File: src/rtl/scsi_sd_arbiter.sv
// Round-robin arbiter sharing one host block-device channel between DEVS SCSI targets,
// one sector per grant, with issue timeout and per-transfer word accounting.
module scsi_sd_arbiter #(
  parameter int unsigned DEVS    = 2,
  parameter logic [23:0] TIMEOUT = 24'hFFFFFF
) (
  input  logic            clk32,
  input  logic            reset,
  input  logic [31:0]     dev_lba      [DEVS],
  input  logic [DEVS-1:0] dev_rd,
  input  logic [DEVS-1:0] dev_wr,
  output logic [DEVS-1:0] dev_ack,
  input  logic [15:0]     dev_buff_din [DEVS],
  output logic [DEVS-1:0] dev_buff_wr,
  output logic [DEVS-1:0] dev_err,
  output logic [31:0]     sd_lba,
  output logic            sd_rd,
  output logic            sd_wr,
  input  logic            sd_ack,
  input  logic            sd_buff_wr,
  output logic [15:0]     sd_buff_din,
  output logic            busy,
  output logic [8:0]      last_words
);

  localparam int unsigned GW = (DEVS > 1) ? $clog2(DEVS) : 1;

  localparam logic [1:0] S_IDLE    = 2'd0;
  localparam logic [1:0] S_ISSUE   = 2'd1;
  localparam logic [1:0] S_XFER    = 2'd2;
  localparam logic [1:0] S_RELEASE = 2'd3;

  logic [1:0]      state_q, state_d;
  logic [GW-1:0]   rr_q, rr_d;
  logic [GW-1:0]   g_q, g_d;
  logic [31:0]     lba_q, lba_d;
  logic            rd_q, rd_d;
  logic            wr_q, wr_d;
  logic [23:0]     tmo_q, tmo_d;
  logic [8:0]      words_q, words_d;
  logic [8:0]      last_q, last_d;
  logic [DEVS-1:0] err_q, err_d;

  logic [DEVS-1:0]   req;
  logic [2*DEVS-1:0] req_dbl;
  logic [DEVS-1:0]   req_rot;
  logic              found;
  logic [GW-1:0]     pick;

  // Rotate requests so bit 0 is rr_q, then take the lowest set bit.
  always_comb begin
    req     = dev_rd | dev_wr;
    req_dbl = {req, req};
    req_rot = DEVS'(req_dbl >> rr_q);
    found   = 1'b0;
    pick    = '0;
    for (int unsigned k = 0; k < DEVS; k++) begin
      if (!found && req_rot[k]) begin
        found = 1'b1;
        pick  = GW'((32'(rr_q) + k) % DEVS);
      end
    end
  end

  always_comb begin
    state_d = state_q;
    rr_d    = rr_q;
    g_d     = g_q;
    lba_d   = lba_q;
    rd_d    = rd_q;
    wr_d    = wr_q;
    tmo_d   = tmo_q;
    words_d = words_q;
    last_d  = last_q;
    err_d   = '0;
    case (state_q)
      S_IDLE: begin
        if (found) begin
          g_d     = pick;
          lba_d   = dev_lba[pick];
          rd_d    = dev_rd[pick];
          wr_d    = dev_wr[pick] & ~dev_rd[pick];
          tmo_d   = '0;
          words_d = '0;
          state_d = S_ISSUE;
        end
      end
      S_ISSUE: begin
        if (sd_ack) begin
          rd_d    = 1'b0;
          wr_d    = 1'b0;
          state_d = S_XFER;
        end else begin
          tmo_d = tmo_q + 24'd1;
          if (tmo_d == TIMEOUT) begin
            rd_d    = 1'b0;
            wr_d    = 1'b0;
            err_d   = DEVS'(1) << g_q;
            state_d = S_RELEASE;
          end
        end
      end
      S_XFER: begin
        if (sd_buff_wr && (words_q != 9'd256)) words_d = words_q + 9'd1;
        if (!sd_ack) begin
          last_d  = words_q;
          state_d = S_RELEASE;
        end
      end
      S_RELEASE: begin
        rr_d    = (32'(g_q) == DEVS - 1) ? '0 : g_q + GW'(1);
        state_d = S_IDLE;
      end
      default: state_d = S_IDLE;
    endcase
  end

  always_ff @(posedge clk32 or posedge reset) begin
    if (reset) begin
      state_q <= S_IDLE;
      rr_q    <= '0;
      g_q     <= '0;
      lba_q   <= '0;
      rd_q    <= 1'b0;
      wr_q    <= 1'b0;
      tmo_q   <= '0;
      words_q <= '0;
      last_q  <= '0;
      err_q   <= '0;
    end else begin
      state_q <= state_d;
      rr_q    <= rr_d;
      g_q     <= g_d;
      lba_q   <= lba_d;
      rd_q    <= rd_d;
      wr_q    <= wr_d;
      tmo_q   <= tmo_d;
      words_q <= words_d;
      last_q  <= last_d;
      err_q   <= err_d;
    end
  end

  // Host-side ack and strobes only reach the granted device while a command is live.
  always_comb begin
    dev_ack     = '0;
    dev_buff_wr = '0;
    sd_buff_din = '0;
    if ((state_q == S_ISSUE) || (state_q == S_XFER)) dev_ack = DEVS'(sd_ack) << g_q;
    if (state_q == S_XFER) begin
      sd_buff_din = dev_buff_din[g_q];
      dev_buff_wr = DEVS'(sd_buff_wr & sd_ack) << g_q;
    end
  end

  assign busy       = (state_q != S_IDLE);
  assign sd_lba     = lba_q;
  assign sd_rd      = rd_q;
  assign sd_wr      = wr_q;
  assign last_words = last_q;
  assign dev_err    = err_q;

endmodule

File: config.mk
export PLATFORM = sky130hd
export DESIGN_NAME = scsi_sd_arbiter
export DESIGN_NICKNAME = d
export VERILOG_FILES = /design/src/rtl/scsi_sd_arbiter.sv
export SDC_FILE = /design/constraint.sdc
export NUM_CORES = 1
export LEC_CHECK = 0
export ABC_CLOCK_PERIOD_IN_PS = 3200
export CAP_MARGIN = 10
export CORE_MARGIN = 8
export CORE_UTILIZATION = 37
export CTS_CLUSTER_DIAMETER = 200
export DETAILED_ROUTE_END_ITERATION = 12
export PLACE_DENSITY = 0.71
export REMOVE_ABC_BUFFERS = 1
export SYNTH_ARGS = -nofsm -noshare
export SYNTH_HDL_FRONTEND = slang
export SYNTH_SLANG_ARGS = --single-unit
File: constraint.sdc
create_clock -name clk32 -period 3.2 [get_ports clk32]
set_clock_uncertainty 0.15 [all_clocks]
set_input_delay 0.96 -clock clk32 [delete_from_list [all_inputs] [get_ports clk32]]
set_output_delay 0.96 -clock clk32 [all_outputs]
set_load 0.02 [all_outputs]
# Yosys cells after proc, flatten, opt, wreduce, memory -nomap -nowiden

Index checks and enable logic that the tools add are counted.
Widths: inputs -> output; s select.

Add/sub/neg operators: 4
Order comparisons: 3
Bitwise logic cells: 7
Reduce and logical (&&, ||, !) cells: 14
Multiplexer cells: 38
Shifts and indexed selects: 4
Equality and inequality tests: 10

Operators by type and width:

| cell                  | count |
|---|---|
| $mux 32               | 3 |
| $mux 16               | 4 |
| $mux 24               | 2 |
| $pmux 24 s2           | 1 |
| $add 24x1->24 const B | 1 |
| $eq 24x24->1 const B  | 1 |
| $mux 2                | 9 |
| $mux 9                | 2 |
| $pmux 9 s2            | 1 |
| $mux 1                | 13 |
| $reduce_and 3->1      | 4 |
| $add 9x1->9 const B   | 1 |
| $ne 9x9->1 const B    | 1 |
| $ne 2x2->1 const B    | 4 |
| $pmux 2 s4            | 1 |
| $reduce_bool 2->1     | 3 |
| $eq 2x2->1 const B    | 2 |
| $ge 2x2->1 const B    | 2 |
| $not 1->2             | 2 |
| $pmux 1 s2            | 2 |
| $reduce_and 2->1      | 2 |
| $shl 1x1->2           | 2 |
| $shr 4x1->2           | 1 |
| $ne 3x3->1 const B    | 1 |
| 11 further kinds      | 15 |

Bits of input ports: 104
Output and inout port bits: 66
Bits in registers: 82

# Depth between registers and ports, before layout

Gate-level depths: netlist (run 1).

Word-level depth: 12
Mapped depth: 9
Depth with buffers taken out: 9

# Least setup slack after synthesis (run 1)

Ideal clock, no wire load.

Path kind: register to register
From: reg tmo_q[0]
To: reg state_q[1]
Stages on the path, launching flop included: 10
Data arrival time: 2.571 ns
Setup slack: 0.352 ns
Data required time: 2.922 ns
Cells stage by stage: dfrtp_1 -> ha_1 -> buf_2 -> nand3_4 -> nor4b_4 -> and4_1 -> o21ai_1 -> or4_4 -> a21boi_2 -> mux2_1

Word-level cells in the longest chain between the ends: 4

Ends and longest elaborated chain:

| what                              | line | source |
|---|---|---|
| start, declared                   | 39   | `logic [23:0] tmo_q, tmo_d;` |
| start signal, assigned            | 137  | `tmo_q <= tmo_d;` |
| $add 24x1->24                     | 94   | `tmo_d = tmo_q + 24'd1;` |
| $eq 24x24->1                      | 95   | `if (tmo_d == TIMEOUT) begin` |
| $ne 3x3->1 (no source line)       | n/a  |  |
| $reduce_and 3->1 (no source line) | n/a  |  |
| end signal, assigned              | 131  | `state_q <= state_d;` |
| end, declared                     | 33   | `logic [1:0] state_q, state_d;` |

Every way passes these cells.
A chain may end at the register's enable or synchronous reset.

# Worst setup path after layout (run 1)

From: in sd_ack
To: out dev_ack[1]

Word-level cells in the longest chain between the ends: 2

Ends and longest elaborated chain:

| what            | line | source |
|---|---|---|
| start, declared | 19   | `input logic sd_ack,` |
| $shl 1x1->2     | 149  | `if ((state_q == S_ISSUE) \|\| (state_q == S_XFER)) dev_ack = DEVS'(sd_ack) << g_q;` |
| $mux 2          | 149  |  |
| end, declared   | 12   | `output logic [DEVS-1:0] dev_ack,` |

Every way passes these cells.

==> results_dict.tcl, run 1 <==
set metrics [dict create \
    status "finished clean" \
    h-tree-depth 3 \
    cts_tree "built" \
    min_period_ns 3.17 \
    yosys-top-cells-count "dfrtp_1, o21ai_0, nand2_1" \
    drtIter0Drc 240 \
    multi_input_area_sq_um 2520 \
    wl_per_cell_microns 16.0 \
    arrival_ns 2.06 \
    post_drt_via_cell_ratio 5.19 \
    synth_top_area_share_pct 43.4 \
    setup_viol 0 \
    syn_area_sq_um 4730 \
    worstHoldPathType "reg -> reg" \
    drive_gt1_share_pct 9.83 \
    root_buffer "clkbuf_16" \
    p_leak_nw 3.10 \
    hold_viol 0 \
    critical-path-slowest-cell "clkdlybuf4s50_1" \
    worstSetupPathType "in -> out" \
    cts_hold_buf 0 \
    start_kind "input port" \
    initial_core_util_pct 37.6 \
    cp_slowest_stage_delay_ns 0.54 \
    whs_path_depth 2 \
    core_sq_um 12600 \
    grt_pass1_wl_mm 22.1 \
    drc 0 \
    cp_cell_sequence "clkdlybuf4s50_1 -> nand2_1 -> nor2_1 -> dlygate4sd2_1" \
    critical_path.top_delay_family "buffers and inverters" \
    top_layer_used "met4" \
    seqCellArea_sq_um 2050 \
    met2_length_mm 6.77 \
    place_hpwl_mm 10.6 \
    nNetsFinal 800 \
    ff2ff_path_depth 7 \
    r2r-start "tmo_q[5]" \
    grt_max_degree 59 \
    die_x_microns 129 \
    drv_cap 0 \
    fin_area_sq_um 7020 \
    synth_most_common_cell "dfrtp_1" \
    rows 41 \
    min_to "sd_lba[26]" \
    final_antenna_net_count 0 \
    syn_inst 513 \
    layout.cells.non_filler 864 \
    grt_remaining_overflow 0 \
    place.gp.congestion 0.857 \
    clk_pin_slew_ns 0.07 \
    rsz0062_at_grt "false" \
    dpl_cell_area_sq_um 6750 \
    grt_util_all_layers_pct 16.4 \
    path_max_fanout 3 \
    worst_slew_margin_rel_pct 18.8 \
    antenna_cells 0 \
    post-synth-top-area-cell "dfrtp_1" \
    synth_edf_count 0 \
    yosys_warnings 0 \
    avgSynthCellArea_sq_um 9.22 \
    cts.repair.resized 25 \
    synth-main-ff-cell "dfrtp_1" \
    wl_mm 13.8 \
    vias 4484 \
    power_mw 4.97 \
    critPathBufInv 2 \
    slew_viol_final 0 \
    synth.area.top_cells "dfrtp_1, mux2i_1, o21ai_0" \
    dp.cells 848 \
    m1WireLength_mm 5.85 \
    synth_cell_type_count 53 \
    async_flop_share_pct 100 \
    endpoint_kind "primary output" \
    area_growth_syn_to_layout_pct 48.3 \
    max_freq_mhz 316 \
    cp.required_ns 2.09 \
    power_density_nw_per_um2 708 \
    cts_buffers 9 \
    worstHoldStart "sd_lba[26]" \
    cts_setup_buffers 0 \
    clkLatencyLatePin_ns 0.34 \
    die-area_sq_um 16700 \
    clock-sinks 82 \
    r2r_slack_ns 0.17 \
    die_y_microns 129 \
    pin_count 170 \
    antenna_found_initial 0 \
    fin_hold_ws_ns 0.329 \
    final_core_util_pct 55.8 \
    clockBufferDepth 2 \
    firstDrtPassIters 4 \
    port_buffers 169 \
    fin_crit_sh_pct 99.0 \
    fill_cells 1133 \
    tightest_slew_ns 1.21 \
    peakVddDrop_mv 0.347 \
    met3_length_mm 1.07 \
    ys_ff_latch 82 \
    worstReg2RegEnd "state_q[1]" \
    grt_pass1_vias 4449 \
    synth.yosys.seq_area_share_pct 43.4 \
]
## registers in the layout (all words and copies together) (netlist names)
name / flops
sd_lba: 32
state_q: 2
sd_rd: 1
sd_wr: 1
words_q: 9
dev_err: 2
rr_q: 1
last_words: 9
g_q: 1
tmo_q: 24
## cells by family after synthesis
group           Yosys count  share of synthesized area (%)
xor+xnor                  9                           1.67
buf+inv                  41                           3.73
compound gates          126                           15.2
simple gates            189                           21.4
flops                    82                           43.4
mux                      57                           12.3
fa+ha+maj                 9                           2.38
## report_power, final
| group | internal [mW] | leakage [nW] | total [mW] | switching (mW) |
|---|---|---|---|---|
| Clock | 0.542 | 0.140 | 0.999 | 0.456 |
| Combinational | 1.12 | 1.88 | 2.49 | 1.37 |
| Sequential | 1.31 | 1.08 | 1.48 | 0.169 |
| Total | 2.97 | 3.10 | 4.97 | 2.00 |
## worst max-delay path by stage
stage | from | to | cells after the start
after global placement | sd_ack | dev_buff_wr[0] | 4
after global routing | sd_ack | dev_ack[1] | 4
final | sd_ack | dev_ack[1] | 4
after detailed placement | sd_ack | dev_buff_wr[0] | 4
after floorplan | dev_wr[0] | sd_lba[0] | 4
after CTS | sd_ack | dev_ack[0] | 4
## tightest hold or removal path: cells and delay by family, from the launching register on
kind | cells | cell delay (ns)
DFF | 1 | 0.34
AOI/OAI and AO/OA | 1 | 0.06
and+or+nand+nor | 1 | 0.04
## cells in the final DEF, fill, tap and decap left out, types with 8 or more instances in the layout
master,Yosys,routed
a21oi_1,15,15
a31oi_1,11,11
buf_4,4,21
clkbuf_16,0,9
clkdlybuf4s50_1,0,149
dfrtp_1,82,80
dlygate4sd2_1,0,17
ha_1,9,8
inv_1,10,9
mux2_2,8,8
mux2i_1,48,48
nand2_1,69,69
nand3_1,12,12
nand4_1,9,9
nor2_1,27,27
nor2b_1,20,20
o21ai_0,74,74
xor2_1,9,9
## stage by stage
step,setup slack (ns),setup TNS [ns]
2_1_floorplan,-0.825,-28.56
3_3_place_gp,-0.265,-3.08
3_5_place_dp,-0.317,-3.81
4_1_cts,0.0195,0
5_1_grt,0.00595,0
6_report,0.0315,0
## routing by layer
| metal | vias to the layer above | GRT usage, % |
|---|---|---|
| met3 | 10 | 4.81 |
| met4 | 0 | 5.11 |
| li1 | 2182 | - |
| met5 | - | 0 |
| met1 | 2124 | 19.2 |
| met2 | 168 | 28.3 |
## final cells by class
class,count,share of cell area [%]
inverter,10,0.553
clock buffer,9,3.21
sequential,82,29.3
clock inverter,7,0.874
multi-input combinational,390,35.9
timing repair buffer,194,27.1
tap,172,3.07
Note: power is estimated with default switching activity, not from simulation.
==> inputs of run 2 (changes only) <==
--- a/config.mk
+++ b/config.mk
@@ -10,6 +10,7 @@
 export CORE_MARGIN = 8
 export CORE_UTILIZATION = 37
 export CTS_CLUSTER_DIAMETER = 200
+export CTS_CLUSTER_SIZE = 28
 export DETAILED_ROUTE_END_ITERATION = 12
 export PLACE_DENSITY = 0.71
 export REMOVE_ABC_BUFFERS = 1
==> results of run 2 <==
Same layout as run 1: the final DEF is identical, and so are final timing and power.
==> inputs of run 3 (changes only) <==
--- a/config.mk
+++ b/config.mk
@@ -7,12 +7,14 @@
 export LEC_CHECK = 0
 export ABC_CLOCK_PERIOD_IN_PS = 3200
 export CAP_MARGIN = 10
+export CELL_PAD_IN_SITES_DETAIL_PLACEMENT = 0
+export CELL_PAD_IN_SITES_GLOBAL_PLACEMENT = 1
 export CORE_MARGIN = 8
-export CORE_UTILIZATION = 37
+export CORE_UTILIZATION = 30
 export CTS_CLUSTER_DIAMETER = 200
 export CTS_CLUSTER_SIZE = 28
 export DETAILED_ROUTE_END_ITERATION = 12
-export PLACE_DENSITY = 0.71
+export PLACE_DENSITY_LB_ADDON = 0.1
 export REMOVE_ABC_BUFFERS = 1
 export SYNTH_ARGS = -nofsm -noshare
 export SYNTH_HDL_FRONTEND = slang
==> run 3 against run 2 <==
- critical path type unchanged
- core utilization fell by 9.8 points
- power rose by 4.4%
- non-clock buffer count grew 8
- highest routed layer unchanged
- final area up 2.7%
- critical path depth unchanged
- worst setup slack improved by 0.042 ns
- sequential power about the same
- combinational power up 2%
- final cell count up 6.0%
==> results_dict.tcl, run 3 (same netlist as run 1, synthesis figures left out) <==
set metrics [dict create \
    grt_max_degree 68 \
    die-area_sq_um 20000 \
    cp_cell_sequence "clkdlybuf4s50_1 -> nand3_1 -> nor2_1 -> dlygate4sd2_1" \
    power_density_nw_per_um2 720 \
    critPathBufInv 2 \
    final_cell_mix "clkdlybuf4s50_1, dfrtp_1, o21ai_0" \
    arrival_ns 2.02 \
    peakVddDrop_mv 0.312 \
    cts_setup_buffers 0 \
    rows 46 \
    critical_path.top_delay_family "buffers and inverters" \
    endpoint_kind "primary output" \
    setup_viol 0 \
    cts_buffers 9 \
    final_antenna_net_count 0 \
    wl_mm 14.5 \
    area_growth_syn_to_layout_pct 52.3 \
    status "finished clean" \
    post_drt_via_cell_ratio 4.83 \
    root_buffer "clkbuf_16" \
    grt_util_all_layers_pct 14.7 \
    vias 4424 \
    grt_pass1_wl_mm 23.4 \
    hold_viol 0 \
    port_buffers 169 \
    drv_cap 0 \
    rsz0062_at_grt "false" \
    finalSetupTns_ns 0 \
    wl_per_cell_microns 15.9 \
    grt_remaining_overflow 0 \
    drc 0 \
    cts_tree "built" \
    nNetsFinal 808 \
    core_sq_um 15700 \
    clockBufferDepth 2 \
    pin_count 170 \
    place.gp.congestion 0.837 \
    fill_cells 1516 \
    clock-sinks 82 \
    die_y_microns 142 \
    cp.required_ns 2.09 \
    cp_slowest_stage_delay_ns 0.51 \
    h-tree-depth 3 \
    drive_gt1_share_pct 10.1 \
    die_x_microns 142 \
    min_period_ns 3.13 \
    power_mw 5.19 \
    cts_hold_buf 0 \
    p_leak_nw 3.18 \
    grt_pass1_vias 4500 \
    antenna_cells 0 \
    path_max_fanout 3 \
    slew_viol_final 0 \
    max_freq_mhz 320 \
    critical-path-slowest-cell "clkdlybuf4s50_1" \
    clk_pin_slew_ns 0.06 \
    final_common_cell "clkdlybuf4s50_1" \
    worst_slew_margin_rel_pct 53.0 \
    worstSetupPathType "in -> out" \
    fin_crit_sh_pct 97.7 \
    antenna_found_initial 0 \
    firstDrtPassIters 4 \
    clkLatencyLatePin_ns 0.34 \
    place_hpwl_mm 11.1 \
    initial_core_util_pct 30.2 \
    worstHoldPathType "reg -> reg" \
    largest_reg_flops 32 \
    drtIter0Drc 227 \
    start_kind "input port" \
    tightest_slew_ns 0.702 \
]
## run 3: changes by cell type in the layout (fill, tap and decap cells not counted), sizes merged
| cell | change |
|---|---|
| clkinv | -1 |
| clkdlybuf4s15 | -1 |
| buf | +7 |
| dlygate4sd2 | +3 |
| bufinv | +2 |
| inv | -2 |
## run 3: repair_timing
action                                  in CTS  in global routing
endpoints found under the setup margin      20                  1
cloned                                       0                  0
gates resized for setup                     20                  1
## run 3: worst min-delay path, stage by stage (launching register included)
cell     delay [ns]
dfrtp_1        0.34
nand2_1        0.04
o21ai_0        0.06
## run 3: where the power goes
part	internal (mW)	total, mW	switching [mW]
sequential	1.31	1.47	0.160
combinational	1.16	2.55	1.39
clock	0.715	1.17	0.450
## run 3: final timing paths
path | from | to | slack (ns) | cells after the start
worst max register to register | tmo_q[1] | state_q[1] | 0.16 | 8
min in group asynchronous | reset | sd_lba[9] | 0.71 | 2
worst min register to register | sd_lba[24] | sd_lba[24] | 0.33 | 2
worst min-delay path | sd_lba[24] | sd_lba[24] | 0.33 | 2
worst max-delay path | sd_ack | dev_buff_wr[0] | 0.07 | 4
max in group asynchronous | reset | tmo_q[4] | 1.49 | 3
## run 3: metrics by stage
| step | hold WS [ns] | std cells | area [sq um] | setup WS (ns) | utilization (%) |
|---|---|---|---|---|---|
| floorplan | 0.315 | 482 | 4590 | -0.825 | - |
| global placement | 0.312 | 900 | 6890 | -0.176 | 44.0 |
| detailed placement | 0.319 | 900 | 6890 | -0.192 | 44.0 |
| CTS | 0.333 | 916 | 7200 | 0.0778 | 46.0 |
| global route | 0.345 | 916 | 7210 | 0.00969 | 46.0 |
| finish | 0.328 | 916 | 7210 | 0.0736 | 46.0 |
## run 3: final cells by class
| type | instances | area [sq um] | share of cell area (%) |
|---|---|---|---|
| clock buffers | 10 | 239 | 3.32 |
| clock inverters | 6 | 96.3 | 1.34 |
| inverters | 10 | 38.8 | 0.538 |
| multi-input cells | 390 | 2520 | 35.0 |
| flip-flops and latches | 82 | 2050 | 28.5 |
| well taps | 216 | 270 | 3.75 |
| repair buffers | 202 | 1990 | 27.6 |
## run 3: metal layers
| metal | up-vias | part of all wire (%) | GRT usage, % |
|---|---|---|---|
| li1 | 2204 | - | - |
| met1 | 2083 | 45 | 17.7 |
| met2 | 122 | 48 | 24.6 |
| met3 | 15 | 5.7 | 3.33 |
| met4 | 0 | 1.8 | 6.33 |
| met5 | - | 0 | 0 |
